$ cat src/rtl/bin2bcd_pkg.sv
// Shared types and constants for the iterative double-dabble binary-to-BCD converter.
package bin2bcd_pkg;

  typedef enum logic [1:0] {
    LOAD,
    SHIFT,
    COMMIT
  } state_t;

  localparam logic [3:0] ADJ_THRESH = 4'd5;
  localparam logic [3:0] ADJ_ADD    = 4'd3;

  // Ceiling log2 for sizing counters; returns at least 1 so a counter never collapses to zero bits.
  function automatic int clog2(input int value);
    int result;
    result = 1;
    while ((1 << result) < value) begin
      result++;
    end
    return result;
  endfunction

endpackage

$ cat src/rtl/bin2bcd_if.sv
// Binary input / BCD result bundle between a value source and the converter.
interface bin2bcd_if #(
  parameter int WIDTH  = 8,
  parameter int DIGITS = 3
);

  logic [WIDTH-1:0]    bin;
  logic [4*DIGITS-1:0] bcd;
  logic                valid;
  logic                overflow;

  modport master (
    output bin,
    input  bcd,
    input  valid,
    input  overflow
  );

  modport slave (
    input  bin,
    output bcd,
    output valid,
    output overflow
  );

endinterface

$ cat src/rtl/bcd_digit_adj.sv
// Single-digit double-dabble correction: adds 3 to a nibble of 5 or more, purely combinational.
module bcd_digit_adj
  import bin2bcd_pkg::*;
(
  input  logic [3:0] din,
  output logic [3:0] dout
);

  // Wraps within 4 bits on purpose; digits never carry into their neighbour.
  assign dout = (din >= ADJ_THRESH) ? din + ADJ_ADD : din;

endmodule

$ cat src/rtl/bin2bcd_conv.sv
// Free-running shift/add-3 converter: LOAD samples bin, WIDTH SHIFT cycles, COMMIT updates outputs.
module bin2bcd_conv
  import bin2bcd_pkg::*;
#(
  parameter int WIDTH  = 8,
  parameter int DIGITS = 3
) (
  input logic     clk,
  input logic     reset,
  bin2bcd_if.slave bus
);

  localparam int CNT_W = clog2(WIDTH + 1);
  localparam int BCD_W = 4 * DIGITS;

  if (WIDTH < 1 || WIDTH > 16 || DIGITS < 1 || DIGITS > 5) begin : g_param_check
    $error("bin2bcd_conv: WIDTH must be 1..16 and DIGITS 1..5");
  end

  state_t             state;
  logic [WIDTH-1:0]   shreg;
  logic [BCD_W-1:0]   work;
  logic [BCD_W-1:0]   work_adj;
  logic               ovf_acc;
  logic [CNT_W-1:0]   cnt;
  logic [BCD_W-1:0]   bcd_q;
  logic               valid_q;
  logic               overflow_q;

  for (genvar d = 0; d < DIGITS; d++) begin : g_digit
    bcd_digit_adj u_adj (
      .din  (work[4*d +: 4]),
      .dout (work_adj[4*d +: 4])
    );
  end

  // NOTE: state registers use non-blocking assignments so every register in this block
  // samples the pre-edge values; blocking here would chain shreg into work within one edge.
  always_ff @(posedge clk or negedge reset) begin
    if (!reset) begin
      state      <= LOAD;
      shreg      <= '0;
      work       <= '0;
      ovf_acc    <= 1'b0;
      cnt        <= '0;
      bcd_q      <= '0;
      valid_q    <= 1'b0;
      overflow_q <= 1'b0;
    end else begin
      case (state)
        LOAD: begin
          shreg   <= bus.bin;
          work    <= '0;
          ovf_acc <= 1'b0;
          cnt     <= '0;
          state   <= SHIFT;
        end
        SHIFT: begin
          // A 1 leaving the top digit means the value needs another digit: record it as overflow.
          work    <= {work_adj[BCD_W-2:0], shreg[WIDTH-1]};
          shreg   <= shreg << 1;
          ovf_acc <= ovf_acc | work_adj[BCD_W-1];
          cnt     <= cnt + 1'b1;
          if (cnt == CNT_W'(WIDTH - 1)) begin
            state <= COMMIT;
          end
        end
        COMMIT: begin
          bcd_q      <= work;
          overflow_q <= ovf_acc;
          valid_q    <= 1'b1;
          state      <= LOAD;
        end
        default: state <= LOAD;
      endcase
    end
  end

  assign bus.bcd      = bcd_q;
  assign bus.valid    = valid_q;
  assign bus.overflow = overflow_q;

endmodule

$ cat src/flat_wrapper.sv
// flat-port wrapper written by rule: the top's interface ports become plain ports
module bin2bcd_conv_flat import bin2bcd_pkg::*;
#(
  parameter int WIDTH  = 8,
  parameter int DIGITS = 3
)
  (clk, reset, bus_bin, bus_bcd, bus_valid, bus_overflow);
  bin2bcd_if #(.WIDTH(WIDTH), .DIGITS(DIGITS)) bus_i ();
  input logic clk;
  input logic reset;
  input wire logic [$bits(bus_i.bin)-1:0] bus_bin;
  output wire logic [$bits(bus_i.bcd)-1:0] bus_bcd;
  output wire logic [$bits(bus_i.valid)-1:0] bus_valid;
  output wire logic [$bits(bus_i.overflow)-1:0] bus_overflow;
  assign bus_i.bin = bus_bin;
  assign bus_bcd = bus_i.bcd;
  assign bus_valid = bus_i.valid;
  assign bus_overflow = bus_i.overflow;
  bin2bcd_conv #(.WIDTH(WIDTH), .DIGITS(DIGITS)) u_core (.clk(clk), .reset(reset), .bus(bus_i));
endmodule
$ cat config.mk
export PLATFORM = sky130hd
export DESIGN_NAME = bin2bcd_conv_flat
export DESIGN_NICKNAME = d
export VERILOG_FILES = /design/src/rtl/bin2bcd_pkg.sv /design/src/rtl/bin2bcd_if.sv /design/src/rtl/bcd_digit_adj.sv /design/src/rtl/bin2bcd_conv.sv /design/src/flat_wrapper.sv
export SDC_FILE = /design/constraint.sdc
export NUM_CORES = 1
export LEC_CHECK = 0
export ABC_CLOCK_PERIOD_IN_PS = 2600
export CORE_MARGIN = 5
export CORE_UTILIZATION = 61
export CTS_BUF_LIST = sky130_fd_sc_hd__clkbuf_4
export DETAILED_ROUTE_END_ITERATION = 10
export HOLD_SLACK_MARGIN = 0.08
export PLACE_DENSITY = 0.86
export SYNTH_ARGS = -nofsm -noshare
export SYNTH_HDL_FRONTEND = slang
export SYNTH_SLANG_ARGS = --single-unit
export TNS_END_PERCENT = 100
$ cat constraint.sdc
create_clock -name clk -period 2.6 [get_ports clk]
set_clock_uncertainty 0.2 [all_clocks]
set_input_delay 0.52 -clock clk [delete_from_list [all_inputs] [get_ports clk]]
set_output_delay 0.52 -clock clk [all_outputs]
set_load 0.01 [all_outputs]
======== Word-level counts from Yosys, hierarchy flattened ========
Cells that the tools add are included.
word-level totals
  register bits after elaboration ......... 41
  bits of input ports ..................... 10
  output and inout port bits .............. 14
  logic and storage cells ................. 31
cells by class
  add/sub/neg operators ................... 4
  $lt $le $gt $ge ......................... 3
  eq/ne operators ......................... 4
  mux-type cells .......................... 9
  bitwise gates (word level) .............. 1
  reduce and logical (&&, ||, !) cells .... 2
operator list
  kind                                                                                 number
  12-bit case mux with 2 select lines                                                  1
  8-bit case mux with 2 select lines                                                   1
  4-bit by 2-bit adder with 4-bit output, second input constant                        3
  4-bit by 3-bit greater-or-equal comparator with 1-bit output, second input constant  3
  4-bit 2-to-1 mux                                                                     3
  4-bit case mux with 2 select lines                                                   1
  4-bit by 1-bit adder with 4-bit output, second input constant                        1
  4-bit by 3-bit equality test with 1-bit output, second input constant                1
  2-bit case mux with 2 select lines                                                   1
  2-bit by 1-bit equality test with 1-bit output, second input constant                1
  2-bit equality test, second input constant                                           1
  2-bit logical NOT                                                                    1
  2-bit 2-to-1 mux                                                                     1
  2-bit by 1-bit != test with 1-bit output, second input constant                      1
  1-bit case mux with 2 select lines                                                   1
  2-bit nonzero test                                                                   1
  1-bit OR                                                                             1

======== Depth between registers and ports, before layout ========
  depth in word-level cells ............... 4
  depth in mapped cells ................... 6
  depth with buffers taken out ............ 6

======== By module ========
A second synthesis with hierarchy kept.
unflattened totals
  cell total of the unflattened synthesis .. 167
  area total of the unflattened synthesis .. 1,954.4 µm²
by module, submodules not included
  module         instances  cells each  area an instance (µm²)  seq. area each (µm²)
  bin2bcd_conv   1          119         1,650.3                 1,026.0
  bcd_digit_adj  3          16          101.3                   0.0

======== Worst setup path after synthesis ========
Ideal clock, no wire load.
  path type ............................... register to register
  start ................................... register u_core.work[4]
  end ..................................... register u_core.work[6]
  arrival time ............................ 1.356 ns
  path slack .............................. 0.968 ns
  stages on the path, launching flop included .. 7
  path buffers ............................ 0
  cells stage by stage .................... dfrtp_1 inv_1 ha_1 nand2b_1 a21oi_2 mux2_2 o21ai_1
on the way
  longest elaborated chain between the ends .. 3
  elaborated cells between the ends (all ways) .. 4
  classes of those cells .................. add/sub: 1; order compare: 1; mux: 2
RTL lines
  what                                                                                                                    line                 text
  start, declared                                                                                                         bin2bcd_conv.sv:22   logic [BCD_W-1:0] work;
  start signal, assigned                                                                                                  bin2bcd_conv.sv:60   work <= {work_adj[BCD_W-2:0], shreg[WIDTH-1]};
  4-bit by 2-bit adder with 4-bit output or 4-bit by 3-bit greater-or-equal comparator with 1-bit output (tied branches)  bcd_digit_adj.sv:10  assign dout = (din >= ADJ_THRESH) ? din + ADJ_ADD : din;
  4-bit 2-to-1 mux *                                                                                                      bcd_digit_adj.sv:10
  12-bit case mux with 2 select lines *                                                                                   bin2bcd_conv.sv:50   case (state)
Every way passes the cells marked *; elsewhere a longest branch is shown, timed or not.
A chain may end at the register's enable or synchronous reset.

======== Final worst setup path ========
  start ................................... register u_core.bcd_q[6], in the netlist u_core.bus.bcd[6]
  end ..................................... output port bus_bcd[6]
RTL lines
  what                    line                text
  start, declared         bin2bcd_conv.sv:26  logic [BCD_W-1:0] bcd_q;
  start signal, assigned  bin2bcd_conv.sv:69  bcd_q <= work;
  end, declared           flat_wrapper.sv:12  output wire logic [$bits(bus_i.bcd)-1:0] bus_bcd;
No word-level cell between the ends.

==> results by group <==
Setup path
  – Max stage delay on crit path: 0.54 ns
  – Crit-path max FO: 2
  – CP cell instances: clkdlybuf4s50_1
  – Required @ worst endpoint: 1.88 ns
  – Crit Path Category: reg2out
  – CP max stage cell: clkdlybuf4s50_1
  – CP bufs+invs: 1
  – Reg2reg path depth: 6
  – CP Depth: 1
  – CP Capture Type: output pin
  – Crit path DAT: 1.25 ns
  – Crit start category: flop
  – CP top delay family: buffers and inverters

Detailed routing
  – Drt total wl: 3350 um
  – Iter 0 DRT Violations: 70
  – Post-route DRC violation count: 0
  – DR WL/cell: 13.5 um
  – Pre-antenna DRT Iters: 4
  – Vias per Instance: 5.32
  – Final ANT Viol Nets: 0
  – DR vias: 1320

Timing
  – Setup-failing EPs final: 0
  – Final worst-path cycle share: 0.756
  – Final min period: 1.97 ns
  – Worst-Margin Slew: 0.866 ns
  – Max Fclk: 508 MHz
  – Max-slew headroom: 0.423
  – Max-slew violations: 0
  – Setup total negative slack: 0 ns
  – Fin. Hold Viols: 0
  – Unrepaired setup endpoints after global routing: false

Logic synthesis
  – Library cells used by synthesis: 30
  – Top cells by count, synth: dfrtp_1, nand2_1, o21ai_0
  – Yosys top cell area share: 0.523
  – Most area-hungry cell type in the Yosys netlist: dfrtp_1
  – EDFF count, synth: 0
  – Asr flop ratio synth: 1.00
  – #FFs+latches synth: 41
  – Syn avg cell area: roughly 11 um2
  – Cells after Synth: between 150 and 200
  – Syn_nets: 197
  – Synth top area cells: dfrtp_1, o21ai_0, mux2_4
  – Most numerous cell in the Yosys netlist: dfrtp_1
  – Share of the yosys chip area belonging to registers: 0.523
  – Netlist area before placement: 1960 um2
  – Post-synth top flop: dfrtp_1
  – Yosys warns: 0

Clock tree
  – Hold buffer count at CTS: 0
  – H-tree levels: 2
  – Worst-skew pair later-pin latency: 0.33 ns
  – CTS Buf Count: 5
  – Worst-path clk slew: roughly 0.11 ns
  – Longest Clk Path Bufs: 2
  – CTS tree: built
  – Root Driver: clkbuf_4
  – Post-CTS Setup Inserts: 0
  – Post-CTS Resized: 0
  – Clock sinks: 41

Power
  – Leakage: about 0.99 nW
  – Pwr Density: 758 nW/um2
  – VDD IR max: 0.366 mV

Job
  – Max-Cap Viols: 0

Placement
  – DP Wirelength: 2470 um
  – Routability cong.: 0.795
  – I/O Buffers: 23

Run status
  – Status: finished clean

Global route
  – Total gr overflow: 0
  – Vias in the first global route: 1381
  – First-pass GRT wire length: 6070 um
  – Initial antenna violation count: 0
  – GRT Total Usage: 0.181
  – Largest net degree at the start of global routing: 42

Layout
  – Ant. Diodes: 0
  – Share of cells above drive strength 1: 0.152
  – Final Util: 0.733
  – Area Overhead vs Synth: 15.0%
  – Fillers: about 220
  – Fin nets: 220

Floorplan
  – # rows: 20
  – Initial Utilization: 0.638
  – Die ar.: 4450 um2
  – Die W: between 60 and 70 um
  – Core footprint: around 3100 um2
  – # IOs: 24
  – Die height: 66.7 um

Hold path
  – Min-Delay Path Class: in2async
==> sequential cells by signal, summed over array words and instances, names as in the netlist <==
| name | cells |
|---|---|
| u_core.cnt | 4 |
| u_core.bus.valid | 1 |
| u_core.bus.overflow | 1 |
| u_core.bus.bcd | 12 |
| u_core.work | 12 |
| u_core.state | 2 |
| u_core.shreg | 8 |
| u_core.ovf_acc | 1 |
==> routing by layer <==
metal	wire length (um)	share of wire	vias up	global-route usage
li1	-	-	657	-
met5	0	0	-	0
met3	156	0.047	7	0.0506
met4	59	0.018	0	0.0660
met2	1680	0.50	33	0.317
met1	1460	0.43	623	0.210
==> final timing paths <==
check                                       start                end  slack [ns]
worst max-delay path            u_core.bus.bcd[6]         bus_bcd[6]        0.63
worst min-delay path                        reset  u_core.bus.bcd[3]        0.08
worst max register to register     u_core.work[0]     u_core.work[2]        0.82
worst min register to register  u_core.bus.bcd[8]  u_core.bus.bcd[8]        0.29
max in group asynchronous                   reset    u_core.shreg[6]        1.57
min in group clk                u_core.bus.bcd[8]  u_core.bus.bcd[8]        0.29
==> stage by stage <==
stage	hold slack (ns)	instances	instance area (um2)	setup WS (ns)	total power, mW
2_1_floorplan	0.0244	180	1960	0.968	1.18
3_3_place_gp	0.250	240	2200	0.941	1.37
3_5_place_dp	0.272	240	2200	0.842	1.41
4_1_cts	0.112	248	2260	0.605	1.73
5_1_grt	0.135	248	2260	0.551	1.84
6_report	0.0835	248	2260	0.633	1.71
==> kinds of logic (layout without fill, tap and decap cells) <==
logic type | after synthesis | count (layout) | share of synthesized area
flip-flops | 41 | 41 | 0.523
adder cells (fa/ha/maj) | 7 | 7 | 0.0446
multiplexers | 18 | 18 | 0.113
AO/OA/AOI/OAI | 44 | 44 | 0.137
buffers and inverters | 17 | 41 | 0.0510
XOR/XNOR | 5 | 5 | 0.0223
AND/OR/NAND/NOR | 48 | 48 | 0.109
==> where the power goes <==
group | internal [mW] | switching [mW] | total (mW)
clock | 0.139 | 0.180 | 0.319
sequential | 0.750 | 0.102 | 0.852
combinational | 0.292 | 0.247 | 0.539
==> layout make-up <==
type | count | area (um2) | area share
sequential | 41 | 1030 | 0.455
multi-input combinational | 122 | 837 | 0.371
timing repair buffer | 26 | 248 | 0.110
clock buffer | 8 | 60.1 | 0.0266
tap | 44 | 55.1 | 0.0244
inverter | 7 | 31.3 | 0.0139
==> cell usage in the layout (no fill, tap or decap), types with 2 or more instances in the layout <==
cell type and count:
o31ai_2 2, clkdlybuf4s50_1 22, buf_4 3, dfrtp_1 41, clkbuf_4 8, o21ai_1 3, a21oi_1 3, xor2_1 2
nor2_1 3, a21oi_2 2, inv_1 6, mux2_2 2, mux2i_1 8, nand2_1 32, nand2b_1 4, xnor2_1 3
nor3_1 5, o31ai_1 3, o21ai_0 28, ha_1 7, mux2_4 8
No activity file was read; power rests on OpenSTA's default activity.
